## config.mk

```make
export PLATFORM = sky130hd
export DESIGN_NAME = hydra_port_tx
export DESIGN_NICKNAME = d
export VERILOG_FILES = /design/src/rtl/hydra_pkg.sv /design/src/rtl/hydra_port_tx.sv
export SDC_FILE = /design/constraint.sdc
export NUM_CORES = 1
export LEC_CHECK = 0
export CORE_UTILIZATION = 30
export DETAILED_ROUTE_END_ITERATION = 7
export GPL_TIMING_DRIVEN = 0
export PLACE_DENSITY = 0.61
export SETUP_SLACK_MARGIN = 0.3
export SLEW_MARGIN = 20
export SYNTH_ARGS = -nofsm -noshare
export SYNTH_HDL_FRONTEND = slang
export SYNTH_SLANG_ARGS = --single-unit
```

## constraint.sdc

```tcl
create_clock -name clk -period 6.9 [get_ports clk]
set_clock_uncertainty 0.15 [all_clocks]
set_input_delay 1.38 -clock clk [delete_from_list [all_inputs] [get_ports clk]]
set_output_delay 1.38 -clock clk [all_outputs]
set_load 0.05 [all_outputs]
```

## src/rtl/hydra_pkg.sv

```systemverilog
// hydra_pkg: types shared by the port transmitter and the switch side.
// Control word layout and transmit FSM state encoding.
package hydra_pkg;

    localparam int CTRL_LEN_W = 9;

    typedef struct packed {
        logic [CTRL_LEN_W-1:0] len;
        logic [2:0]            prio;
        logic [3:0]            dest;
    } ctrl_word_t;

    typedef enum logic [2:0] {
        ST_IDLE,
        ST_SOP,
        ST_CTRL,
        ST_DATA,
        ST_EOP,
        ST_GAP
    } tx_state_t;

endpackage

```

## src/rtl/hydra_port_tx.sv

```systemverilog
// hydra_port_tx: turns one descriptor into a sop / ctrl / payload / eop
// burst toward the switch, honouring per-port pause back-pressure.
module hydra_port_tx
    import hydra_pkg::*;
#(
    parameter int LEN_W   = 9,
    parameter int MIN_GAP = 0
) (
    input  logic             clk,
    input  logic             rst_n,
    input  logic             desc_vld,
    output logic             desc_rdy,
    input  logic [3:0]       desc_dest,
    input  logic [2:0]       desc_prio,
    input  logic [LEN_W-1:0] desc_len,
    input  logic [15:0]      desc_seed,
    input  logic             pause,
    output logic             wr_sop,
    output logic             wr_eop,
    output logic             wr_vld,
    output logic [15:0]      wr_data,
    output logic             busy,
    output logic [15:0]      pkt_cnt
);

    localparam int GAP_W = (MIN_GAP > 0) ? $clog2(MIN_GAP + 1) : 1;

    tx_state_t        state;
    tx_state_t        state_nxt;
    logic [GAP_W-1:0] gap;
    logic [GAP_W-1:0] gap_nxt;
    logic [LEN_W-1:0] beat;
    logic [LEN_W-1:0] beat_nxt;

    logic [3:0]       lat_dest;
    logic [2:0]       lat_prio;
    logic [LEN_W-1:0] lat_len;
    logic [15:0]      lat_seed;

    logic             sop_nxt;
    logic             eop_nxt;
    logic             vld_nxt;
    logic [15:0]      data_nxt;
    logic [15:0]      cnt_nxt;
    logic             accept;
    ctrl_word_t       ctrl;

    assign desc_rdy = (state == ST_IDLE) && !pause && (gap == '0);
    assign accept   = desc_vld && desc_rdy;

    always_comb begin
        ctrl      = '0;
        ctrl.len  = CTRL_LEN_W'(lat_len);
        ctrl.prio = lat_prio;
        ctrl.dest = lat_dest;
    end

    always_comb begin
        state_nxt = state;
        gap_nxt   = gap;
        beat_nxt  = beat;
        sop_nxt   = 1'b0;
        eop_nxt   = 1'b0;
        vld_nxt   = 1'b0;
        data_nxt  = wr_data;
        cnt_nxt   = pkt_cnt;
        unique case (state)
            ST_IDLE: begin
                if (accept) begin
                    sop_nxt   = 1'b1;
                    state_nxt = ST_SOP;
                end
            end
            ST_SOP: begin
                state_nxt = ST_CTRL;
                if (!pause) begin
                    vld_nxt  = 1'b1;
                    data_nxt = ctrl;
                end
            end
            ST_CTRL: begin
                // wr_vld high here means the control word is on the bus now
                if (wr_vld) begin
                    beat_nxt = '0;
                    if (lat_len == '0) begin
                        eop_nxt   = 1'b1;
                        state_nxt = ST_EOP;
                    end else begin
                        state_nxt = ST_DATA;
                        if (!pause) begin
                            vld_nxt  = 1'b1;
                            data_nxt = lat_seed;
                            beat_nxt = LEN_W'(1);
                        end
                    end
                end else if (!pause) begin
                    vld_nxt  = 1'b1;
                    data_nxt = ctrl;
                end
            end
            ST_DATA: begin
                // beat counts words already launched; eop ignores pause
                if (beat == lat_len) begin
                    eop_nxt   = 1'b1;
                    state_nxt = ST_EOP;
                end else if (!pause) begin
                    vld_nxt  = 1'b1;
                    data_nxt = lat_seed + 16'(beat);
                    beat_nxt = beat + LEN_W'(1);
                end
            end
            ST_EOP: begin
                cnt_nxt = pkt_cnt + 16'd1;
                if (MIN_GAP > 0) begin
                    gap_nxt   = GAP_W'(MIN_GAP);
                    state_nxt = ST_GAP;
                end else begin
                    state_nxt = ST_IDLE;
                end
            end
            ST_GAP: begin
                gap_nxt = gap - GAP_W'(1);
                if (gap <= GAP_W'(1)) begin
                    gap_nxt   = '0;
                    state_nxt = ST_IDLE;
                end
            end
            default: begin
                state_nxt = ST_IDLE;
            end
        endcase
    end

    always_ff @(posedge clk or negedge rst_n) begin
        if (!rst_n) begin
            state    <= ST_IDLE;
            gap      <= '0;
            beat     <= '0;
            wr_sop   <= 1'b0;
            wr_eop   <= 1'b0;
            wr_vld   <= 1'b0;
            wr_data  <= '0;
            busy     <= 1'b0;
            pkt_cnt  <= '0;
            lat_dest <= '0;
            lat_prio <= '0;
            lat_len  <= '0;
            lat_seed <= '0;
        end else begin
            state   <= state_nxt;
            gap     <= gap_nxt;
            beat    <= beat_nxt;
            wr_sop  <= sop_nxt;
            wr_eop  <= eop_nxt;
            wr_vld  <= vld_nxt;
            wr_data <= data_nxt;
            busy    <= (state_nxt != ST_IDLE);
            pkt_cnt <= cnt_nxt;
            if (accept) begin
                lat_dest <= desc_dest;
                lat_prio <= desc_prio;
                lat_len  <= desc_len;
                lat_seed <= desc_seed;
            end
        end
    end

endmodule

```

==> impl_metrics.csv, run 1 <==
group,metric,value,unit
layout,syn_to_final_growth,28.8,%
min_path,holdCritPathClass,"reg2reg",
clocking,post-cts-setup-buffer-count,0,
floorplanning,pin_count,73,
yosys,synth.avg_cell_area,9.21,µm²
yosys,syn_nets,534,
yosys,syn_inst,486,
timing,setup_viol,0,
power_and_ir_drop,power,2.54,mW
floorplanning,die_x,124,µm
placed_design,dp_hpwl,9430,µm
timing,rsz0062_at_grt,"false",
yosys,synthAdderAreaFrac,3.52,%
clocking,cts.htree.levels,3,
timing,holdWs,0.315,ns
timing,clock.fmax,0.230,GHz
floorplanning,start_util,30.8,%
global_route,first_global_vias,3903,
floorplanning,rows,44,
clocking,clock_latency,0.34,ns
floorplanning,fp.dieH,124,µm
critical_path,start_kind,"input port",
global_route,grt_util_all_layers,17.9,%
clocking,cts_buffers,9,
layout,fin_area,5770,µm²
yosys,synth_top_area_share,44.7,%
yosys,synth.top_cells.by_area,"dfrtp_1, nand2_1, xor2_1",
min_path,holdPathStages,1,
yosys,yosysUniqueCellTypes,65,
power_and_ir_drop,power_density,440,nW/µm²
power_and_ir_drop,vdd_ir_drop_max,0.260,mV
critical_path,crit_arrival,2.81,ns
layout,multiInputGateArea,2340,µm²
yosys,synth.ff_latch_count,80,
yosys,synth-compound-area-share,14.1,%
floorplanning,core,14500,µm²
layout,diodes,0,
routing,routed_wl,12800,µm
clocking,clkTransAtPathRegs,0.06,ns
critical_path,end_kind,"primary output",
timing,max-slew-margin-rel,49.2,%
timing,finalCritPeriodShare,62.9,%
clocking,tritoncts,"built",
critical_path,path_class,"in2out",
yosys,synth_edf_count,0,
yosys,ys.flop_type,"dfrtp_1",
timing,final_hold_viol_count,0,
critical_path,path_max_fanout,9,
yosys,synthXorXnorAreaFrac,6.85,%
yosys,synth-simple-area-share,24.0,%
routing,wire_per_inst,16.8,µm
routing,dr.pass1.iters,5,
routing,drt_iter0_drc,289,
layout,layout.nets,617,
clocking,cts_resized,0,
critical_path,cp.required,5.37,ns
global_route,grt_max_degree,50,
routing,vias,3929,
layout,drive_gt1_share,8.54,%
timing,tightest_slew,0.755,ns
power_and_ir_drop,p_leak,2.65,nW
clocking,clkSinkCount,80,
yosys,synth-async-reset-ratio,100,%
routing,post-route-drc-count,0,
status,outcome,"completed",
yosys,yosysWarnings,0,
timing,tns,0,ns
timing,drv_slew,0,
placed_design,gp_congestion,0.871,
yosys,yosysSeqAreaShare,44.7,%
placed_design,dpl_cell_area,5440,µm²
global_route,grt_antenna_before_repair,0,
yosys,muxShareOfSynthArea,3.94,%
yosys,synth_top_family_by_area,"simple AND/OR/NAND/NOR gates",
yosys,netlist_area,4480,µm²
timing,post-route-min-period,4.34,ns
clocking,clockBufferDepth,2,
routing,vias_per_cell,5.18,
layout,seq_area,2000,µm²
placed_design,port_buffers,71,
floorplanning,die-area,15400,µm²
global_route,overflow,0,
clocking,cts-root-buf,"clkbuf_16",
critical_path,r2r_cells,9,
yosys,yosysTopAreaCell,"dfrtp_1",
critical_path,regToRegSetupSlack,4.03,ns
routing,antenna_left,0,
clocking,ctsHoldBuffers,0,
layout,n_fill_cell,1469,
global_route,grt_pass1_wl,20600,µm
flow_run,maxCapViolations,0,
## area by class of cell
class / instances / share of cell area [%]
Multi-Input combinational cell: 378 / 40.6
Sequential cell: 80 / 34.7
Timing Repair Buffer: 72 / 12.8
Clock buffer: 11 / 4.21
Tap cell: 184 / 3.99
Buffer: 20 / 1.78
Clock inverter: 5 / 1.39
Inverter: 8 / 0.521
## synthesized netlist by cell type (4+ instances only)
cell       instances
nand2_1          120
dfrtp_1           80
nor2_1            36
xor2_1            23
nand3_1           20
o21ai_0           14
a21oi_1           13
mux2i_1           12
xnor2_1           12
buf_2             11
ha_1              11
a31oi_1            9
nand4_1            9
and3_1             7
inv_1              7
o22ai_1            6
clkbuf_1           5
mux2_2             5
or3_1              5
and4_1             4
nor3_1             4
o211ai_1           4
o2bb2ai_1          4
o31ai_1            4
## routing by layer
metal  vias to the layer above  share of wire, %  global-route usage [%]
li1                       1891                 -                       -
met1                      1883                46                    23.1
met2                       135                47                    29.4
met3                        20               5.5                    3.94
met4                         0               1.9                    6.03
met5                         -                 0                       0
## placed cells by master (no fill, tap or decap), types with 5 or more instances in the layout
cell	count
mux2_2	5
nor2_1	36
xnor2_1	12
or3_1	5
buf_2	11
mux2i_1	12
nand2_1	120
dfrtp_1	80
inv_1	7
clkdlybuf4s50_1	70
xor2_1	23
ha_1	11
a21oi_1	13
nand4_1	9
a31oi_1	9
o22ai_1	6
and3_1	7
clkbuf_16	9
o21ai_0	14
clkbuf_1	6
nand3_1	20
## logic make-up (layout without fill, tap and decap cells)
group,after synthesis,count (layout)
xor+xnor,35,35
flops,80,80
mux,17,17
fa+ha+maj,12,12
compound gates,87,87
simple gates,227,227
buf+inv,28,116
## state kept, by name (all words and copies together), names as in the netlist
register,cells
pkt_cnt,16
lat_prio,3
beat,9
lat_seed,16
wr_eop,1
busy,1
state,3
lat_len,9
wr_data,16
wr_sop,1
wr_vld,1
lat_dest,4
## power breakdown
group | switching (mW) | internal (mW) | total [mW]
Clock | 0.193 | 0.326 | 0.519
Sequential | 0.190 | 0.630 | 0.821
Combinational | 0.746 | 0.450 | 1.20
## path summary, 6_finish.rpt
check,from,to
setup / recovery,pause,desc_rdy
min in group asynchronous,rst_n,pkt_cnt[5]$_DFFE_PN0N_
hold reg to reg,pkt_cnt[15]$_DFFE_PN0N_,pkt_cnt[15]$_DFFE_PN0N_
max in group asynchronous,rst_n,lat_seed[4]$_DFFE_PN0P_
hold / removal,pkt_cnt[15]$_DFFE_PN0N_,pkt_cnt[15]$_DFFE_PN0N_
setup reg to reg,beat[0]$_DFFE_PN0P_,wr_data[12]$_DFFE_PN0P_
## worst max-delay path, stage by stage
cell and delay, ns:
buf_2 0.20, nor4_1 0.33, clkdlybuf4s50_1 0.90
## per-stage QoR
step	setup slack, ns	util, %	instances
after global routing	2.48	39.7	758
after floorplan	2.31	-	486
after CTS	2.55	39.7	758
final	2.56	39.7	758
after detailed placement	2.55	37.5	742
after global placement	1.44	37.3	741
(Power assumes the default switching activity.)
==> run 2: changes to the inputs <==
--- a/config.mk
+++ b/config.mk
@@ -8,7 +8,7 @@
 export CORE_UTILIZATION = 30
 export DETAILED_ROUTE_END_ITERATION = 7
 export GPL_TIMING_DRIVEN = 0
-export PLACE_DENSITY = 0.61
+export PLACE_DENSITY = 0.63
 export SETUP_SLACK_MARGIN = 0.3
 export SLEW_MARGIN = 20
 export SYNTH_ARGS = -nofsm -noshare
==> constraint.sdc (replaced) <==
create_clock -name clk -period 3.5 [get_ports clk]
set_clock_uncertainty 0.15 [all_clocks]
set_input_delay 0.7 -clock clk [delete_from_list [all_inputs] [get_ports clk]]
set_output_delay 0.7 -clock clk [all_outputs]
set_load 0.05 [all_outputs]
==> impl_metrics.csv, run 2 (same netlist as run 1, synthesis figures left out) <==
group,metric,value,unit
power_and_ir_drop,power,4.96,mW
layout,n_fill_cell,1473,
power_and_ir_drop,power_density,863,nW/µm²
clocking,ctsHoldBuffers,0,
critical_path,r2r_cells,9,
clocking,clkSinkCount,80,
timing,setup_ws,0.590,ns
timing,max-slew-margin-rel,55.8,%
clocking,post-cts-setup-buffer-count,0,
layout,layout.nets,617,
floorplanning,die_x,124,µm
routing,vias,3994,
clocking,clock_latency,0.35,ns
critical_path,path_class,"reg2out",
critical_path,crit_arrival,2.06,ns
placed_design,place_ws,0.607,ns
min_path,holdCritPathClass,"in2async",
global_route,grt_util_all_layers,18.2,%
floorplanning,die-area,15400,µm²
timing,post-route-min-period,2.91,ns
timing,holdWs,0.141,ns
critical_path,crit_chain,"clkbuf_2 > nor4_2 > clkdlybuf4s50_1",
routing,post-route-drc-count,0,
routing,drt_iter0_drc,265,
critical_path,end_kind,"primary output",
critical_path,worstReg2RegEnd,"wr_data[12]$_DFFE_PN0P_",
layout,reg_top3,"lat_seed: 16 flops, pkt_cnt: 16 flops, wr_data: 16 flops",
power_and_ir_drop,vdd_ir_drop_max,0.412,mV
critical_path,regToRegSetupSlack,0.61,ns
timing,tightest_slew,0.658,ns
critical_path,start_kind,"flop",
critical_path,worst-path-buf-inv,2,
clocking,clkTransAtPathRegs,0.06,ns
placed_design,dp_hpwl,9500,µm
timing,rsz0062_at_grt,"false",
clocking,cts_resized,0,
layout,final_common_cell,"nand2_1",
critical_path,crit_path_top_delay_cell,"clkdlybuf4s50_1",
placed_design,gp_congestion,0.857,
global_route,grt_max_degree,51,
timing,drv_slew,0,
timing,final_hold_viol_count,0,
placed_design,dp.cells,742,
routing,wire_per_inst,17.2,µm
critical_path,r2r-start,"beat[0]$_DFFE_PN0P_",
layout,syn_to_final_growth,28.4,%
routing,vias_per_cell,5.27,
critical_path,path_max_fanout,8,
timing,tns,0,ns
floorplanning,pin_count,73,
layout,diodes,0,
clocking,cts-root-buf,"clkbuf_16",
floorplanning,core,14500,µm²
critical_path,cp.required,2.65,ns
clocking,tritoncts,"built",
floorplanning,fp.dieH,124,µm
status,outcome,"completed",
global_route,grt_pass1_wl,20900,µm
floorplanning,rows,44,
flow_run,maxCapViolations,0,
clocking,clockBufferDepth,2,
global_route,overflow,0,
floorplanning,start_util,30.8,%
critical_path,cp_top_family,"buffers and inverters",
placed_design,port_buffers,71,
timing,setup_viol,0,
routing,routed_wl,13000,µm
global_route,first_global_vias,3942,
routing,dr.pass1.iters,5,
layout,stdcell_count,758,
timing,clock.fmax,0.344,GHz
clocking,cts.htree.levels,3,
clocking,cts_buffers,9,
routing,antenna_left,0,
layout,drive_gt1_share,8.54,%
timing,finalCritPeriodShare,83.1,%
critical_path,max_stage_delay,0.89,ns
global_route,grt_antenna_before_repair,0,
power_and_ir_drop,p_leak,2.65,nW
layout,final_cell_mix,"nand2_1, dfrtp_1, clkdlybuf4s50_1",
-- run 2: worst max path at each step --
stage / startpoint / end / slack [ns] / depth (start not counted)
after CTS: state[1]$_DFF_PN0_ / desc_rdy / 0.55 / 3
after global placement: rst_n / lat_seed[11]$_DFFE_PN0P_ / -1.29 / 1
final: state[1]$_DFF_PN0_ / desc_rdy / 0.59 / 3
after detailed placement: pause / desc_rdy / 0.61 / 3
after global routing: beat[0]$_DFFE_PN0P_ / wr_data[12]$_DFFE_PN0P_ / 0.46 / 9
after floorplan: pause / lat_len[0]$_DFFE_PN0P_ / 0.76 / 7
-- run 2: stage by stage --
step / util (%) / cell area (µm²)
after floorplan: - / 4480
after global placement: 37.3 / 5430
after detailed placement: 37.5 / 5450
after CTS: 39.6 / 5750
after global routing: 39.6 / 5750
final: 39.6 / 5750
-- run 2: power by group --
part | switching, mW | total (mW) | leakage, nW | internal [mW]
sequential | 0.380 | 1.62 | 1.03 | 1.24
combinational | 1.49 | 2.38 | 1.47 | 0.889
clock | 0.371 | 0.961 | 0.150 | 0.589
-- run 2: layout make-up --
class                      instances  area [µm²]  area share (%)
sequential                        80        2000            34.8
tap                              184         230            4.00
buffer                            20         103            1.78
clock inverter                     3        40.0           0.696
clock buffer                      13         260            4.53
multi-input combinational        378        2350            40.9
timing repair buffer              72         736            12.8
inverter                           8        30.0           0.522
-- run 2: routing by layer --
metal	share of wire, %	wire length [µm]	vias up	track usage (%)
li1	-	-	1889	-
met1	43	5670	1933	22.7
met2	48	6280	152	30.6
met3	6.8	892	20	4.17
met4	1.6	204	0	6.18
met5	0	0	-	0
==> run 3: changes to the inputs <==
==> constraint.sdc (replaced) <==
create_clock -name clk -period 2.5 [get_ports clk]
set_clock_uncertainty 0.15 [all_clocks]
set_input_delay 0.5 -clock clk [delete_from_list [all_inputs] [get_ports clk]]
set_output_delay 0.5 -clock clk [all_outputs]
set_load 0.05 [all_outputs]
==> impl_metrics.csv, run 3 (same netlist as run 1, synthesis figures left out) <==
group,metric,value,unit
status,outcome,"completed",
critical_path,cp.required,2.59,ns
power_and_ir_drop,combPwrFrac,51.8,%
clocking,clkSinkCount,80,
floorplanning,core,14500,µm²
critical_path,worstReg2RegEnd,"wr_data[12]$_DFFE_PN0P_",
global_route,first_global_vias,3824,
min_path,hp-start,"pkt_cnt[15]$_DFFE_PN0N_",
timing,drv_slew,0,
power_and_ir_drop,vdd_ir_drop_max,0.457,mV
power_and_ir_drop,switchingPower,3.37,mW
power_and_ir_drop,power,7.47,mW
critical_path,regToRegSetupSlack,0.20,ns
timing,setup_viol,0,
clocking,cts-root-buf,"clkbuf_16",
critical_path,path_max_fanout,3,
placed_design,place_ws,-0.0144,ns
routing,wire_per_inst,17.3,µm
clocking,cts.htree.levels,3,
power_and_ir_drop,power_density,1200,nW/µm²
layout,syn_to_final_growth,38.8,%
timing,post-route-min-period,2.30,ns
clocking,tritoncts,"built",
critical_path,path_class,"reg2reg",
routing,dr.pass1.iters,5,
floorplanning,start_util,30.8,%
routing,routed_wl,13500,µm
routing,vias,4039,
power_and_ir_drop,p_int,4.10,mW
min_path,min_to,"pkt_cnt[15]$_DFFE_PN0N_",
layout,layout.nets,639,
placed_design,dp_hpwl,9490,µm
timing,clock.fmax,0.434,GHz
timing,setup_ws,0.198,ns
clocking,clock_latency,0.35,ns
critical_path,r2r_cells,9,
layout,final_cell_mix,"nand2_1, dfrtp_1, clkdlybuf4s50_1",
critical_path,crit_arrival,2.39,ns
global_route,grt_max_degree,46,
routing,antenna_left,0,
global_route,overflow,0,
clocking,clkTransAtPathRegs,0.06,ns
routing,drt_iter0_drc,220,
routing,post-route-drc-count,0,
layout,reg_top3,"lat_seed: 16 flops, pkt_cnt: 16 flops, wr_data: 16 flops",
global_route,grt_antenna_before_repair,0,
timing,finalCritPeriodShare,92.1,%
placed_design,gp_congestion,0.880,
min_path,holdCritPathClass,"reg2reg",
critical_path,end_kind,"flop",
clocking,cts_buffers,9,
min_path,holdPathStages,1,
clocking,clockBufferDepth,2,
placed_design,dpl_cell_area,5470,µm²
global_route,grt_util_all_layers,17.9,%
power_and_ir_drop,p_leak,2.92,nW
routing,vias_per_cell,5.18,
layout,drive_gt1_share,19.3,%
timing,final_hold_viol_count,0,
layout,fin_area,6210,µm²
timing,rsz0062_at_grt,"true",
floorplanning,die-area,15400,µm²
layout,diodes,0,
critical_path,r2r-start,"lat_seed[0]$_DFFE_PN0P_",
layout,final_common_cell,"nand2_1",
timing,max-slew-margin-rel,60.5,%
flow_run,maxCapViolations,0,
floorplanning,die_x,124,µm
power_and_ir_drop,p_sw_share,45.1,%
critical_path,start_kind,"flop",
timing,tightest_slew,0.592,ns
floorplanning,fp.dieH,124,µm
floorplanning,pin_count,73,
power_and_ir_drop,pwr-share-clk,17.8,%
power_and_ir_drop,pwr-share-seq,30.5,%
floorplanning,rows,44,
global_route,grt_pass1_wl,20600,µm
placed_design,port_buffers,71,
## run 3: cell count changes in the layout (fill, tap and decap cells not counted), sizes merged
cell / delta
clkbuf: +2
clkdlybuf4s50: -31
dlygate4sd3: +1
clkinv: -1
dlygate4sd2: +27
dlymetal6s2s: +3
clkinvlp: +2
buf: +19
## run 3: worst max path at each step
stage / start / slack (ns) / to
finish: lat_seed[0]$_DFFE_PN0P_ / 0.20 / wr_data[12]$_DFFE_PN0P_
global route: lat_seed[0]$_DFFE_PN0P_ / 0.13 / wr_data[12]$_DFFE_PN0P_
CTS: state[2]$_DFF_PN0_ / 0.12 / desc_rdy
detailed placement: beat[0]$_DFFE_PN0P_ / -0.01 / wr_data[12]$_DFFE_PN0P_
global placement: rst_n / -2.15 / lat_seed[13]$_DFFE_PN0P_
floorplan: beat[0]$_DFFE_PN0P_ / 0.27 / wr_data[12]$_DFFE_PN0P_
## run 3: cell type report
type                       count  area, µm²
tap                          184        230
timing repair buffer          94        893
fill                        1452       8320
buffer                        20        120
clock inverter                 4       53.8
multi-input combinational    378       2620
clock buffer                  12        246
inverter                       8       30.0
sequential                    80       2020
## run 3: what timing repair did
action / in CTS / in global routing
gates resized for setup: 49 / 49
endpoints found under the setup margin: 45 / 27
gates cloned: 0 / 1
buffers inserted: 6 / 14
endpoints found under the hold margin: 35 / 0
hold buffers: 1 / 0
pin swaps: 9 / 20
## run 3: routing by layer
metal	global-route usage (%)	vias up	share of wire, %	wire length, µm
li1	-	1930	-	-
met1	22.6	1971	44	5900
met2	29.9	115	49	6610
met3	4.62	23	4.7	636
met4	5.21	0	2.3	315
met5	0	-	0	0
## run 3: worst max-delay path: stages, from the launching register on
cell,delay (ns)
dfrtp_1,0.39
ha_4,0.16
inv_2,0.03
fa_2,0.36
nor2b_4,0.14
o2111ai_2,0.16
and4b_1,0.25
o311ai_2,0.22
o31ai_1,0.13
o22a_1,0.19
## run 3: metrics by stage
stage | hold slack, ns | util (%) | setup TNS, ns | std cells
after CTS | 0.332 | 40.5 | 0 | 765
after global placement | 0.312 | 37.4 | -171.47 | 741
after floorplan | 0.0544 | - | 0 | 486
after global routing | 0.342 | 42.8 | 0 | 780
after detailed placement | 0.320 | 37.6 | -0.0144 | 742
final | 0.318 | 42.8 | 0 | 780
## run 3: power groups by stage
stage / clock network, mW / logic [mW] / registers, mW
after global routing: 1.42 / 4.17 / 2.34
after CTS: 1.36 / 3.41 / 2.26
after detailed placement: 0 / 3.31 / 2.28
after global placement: 0 / 3.27 / 2.27
final: 1.33 / 3.87 / 2.28
after floorplan: 0 / 1.88 / 2.62
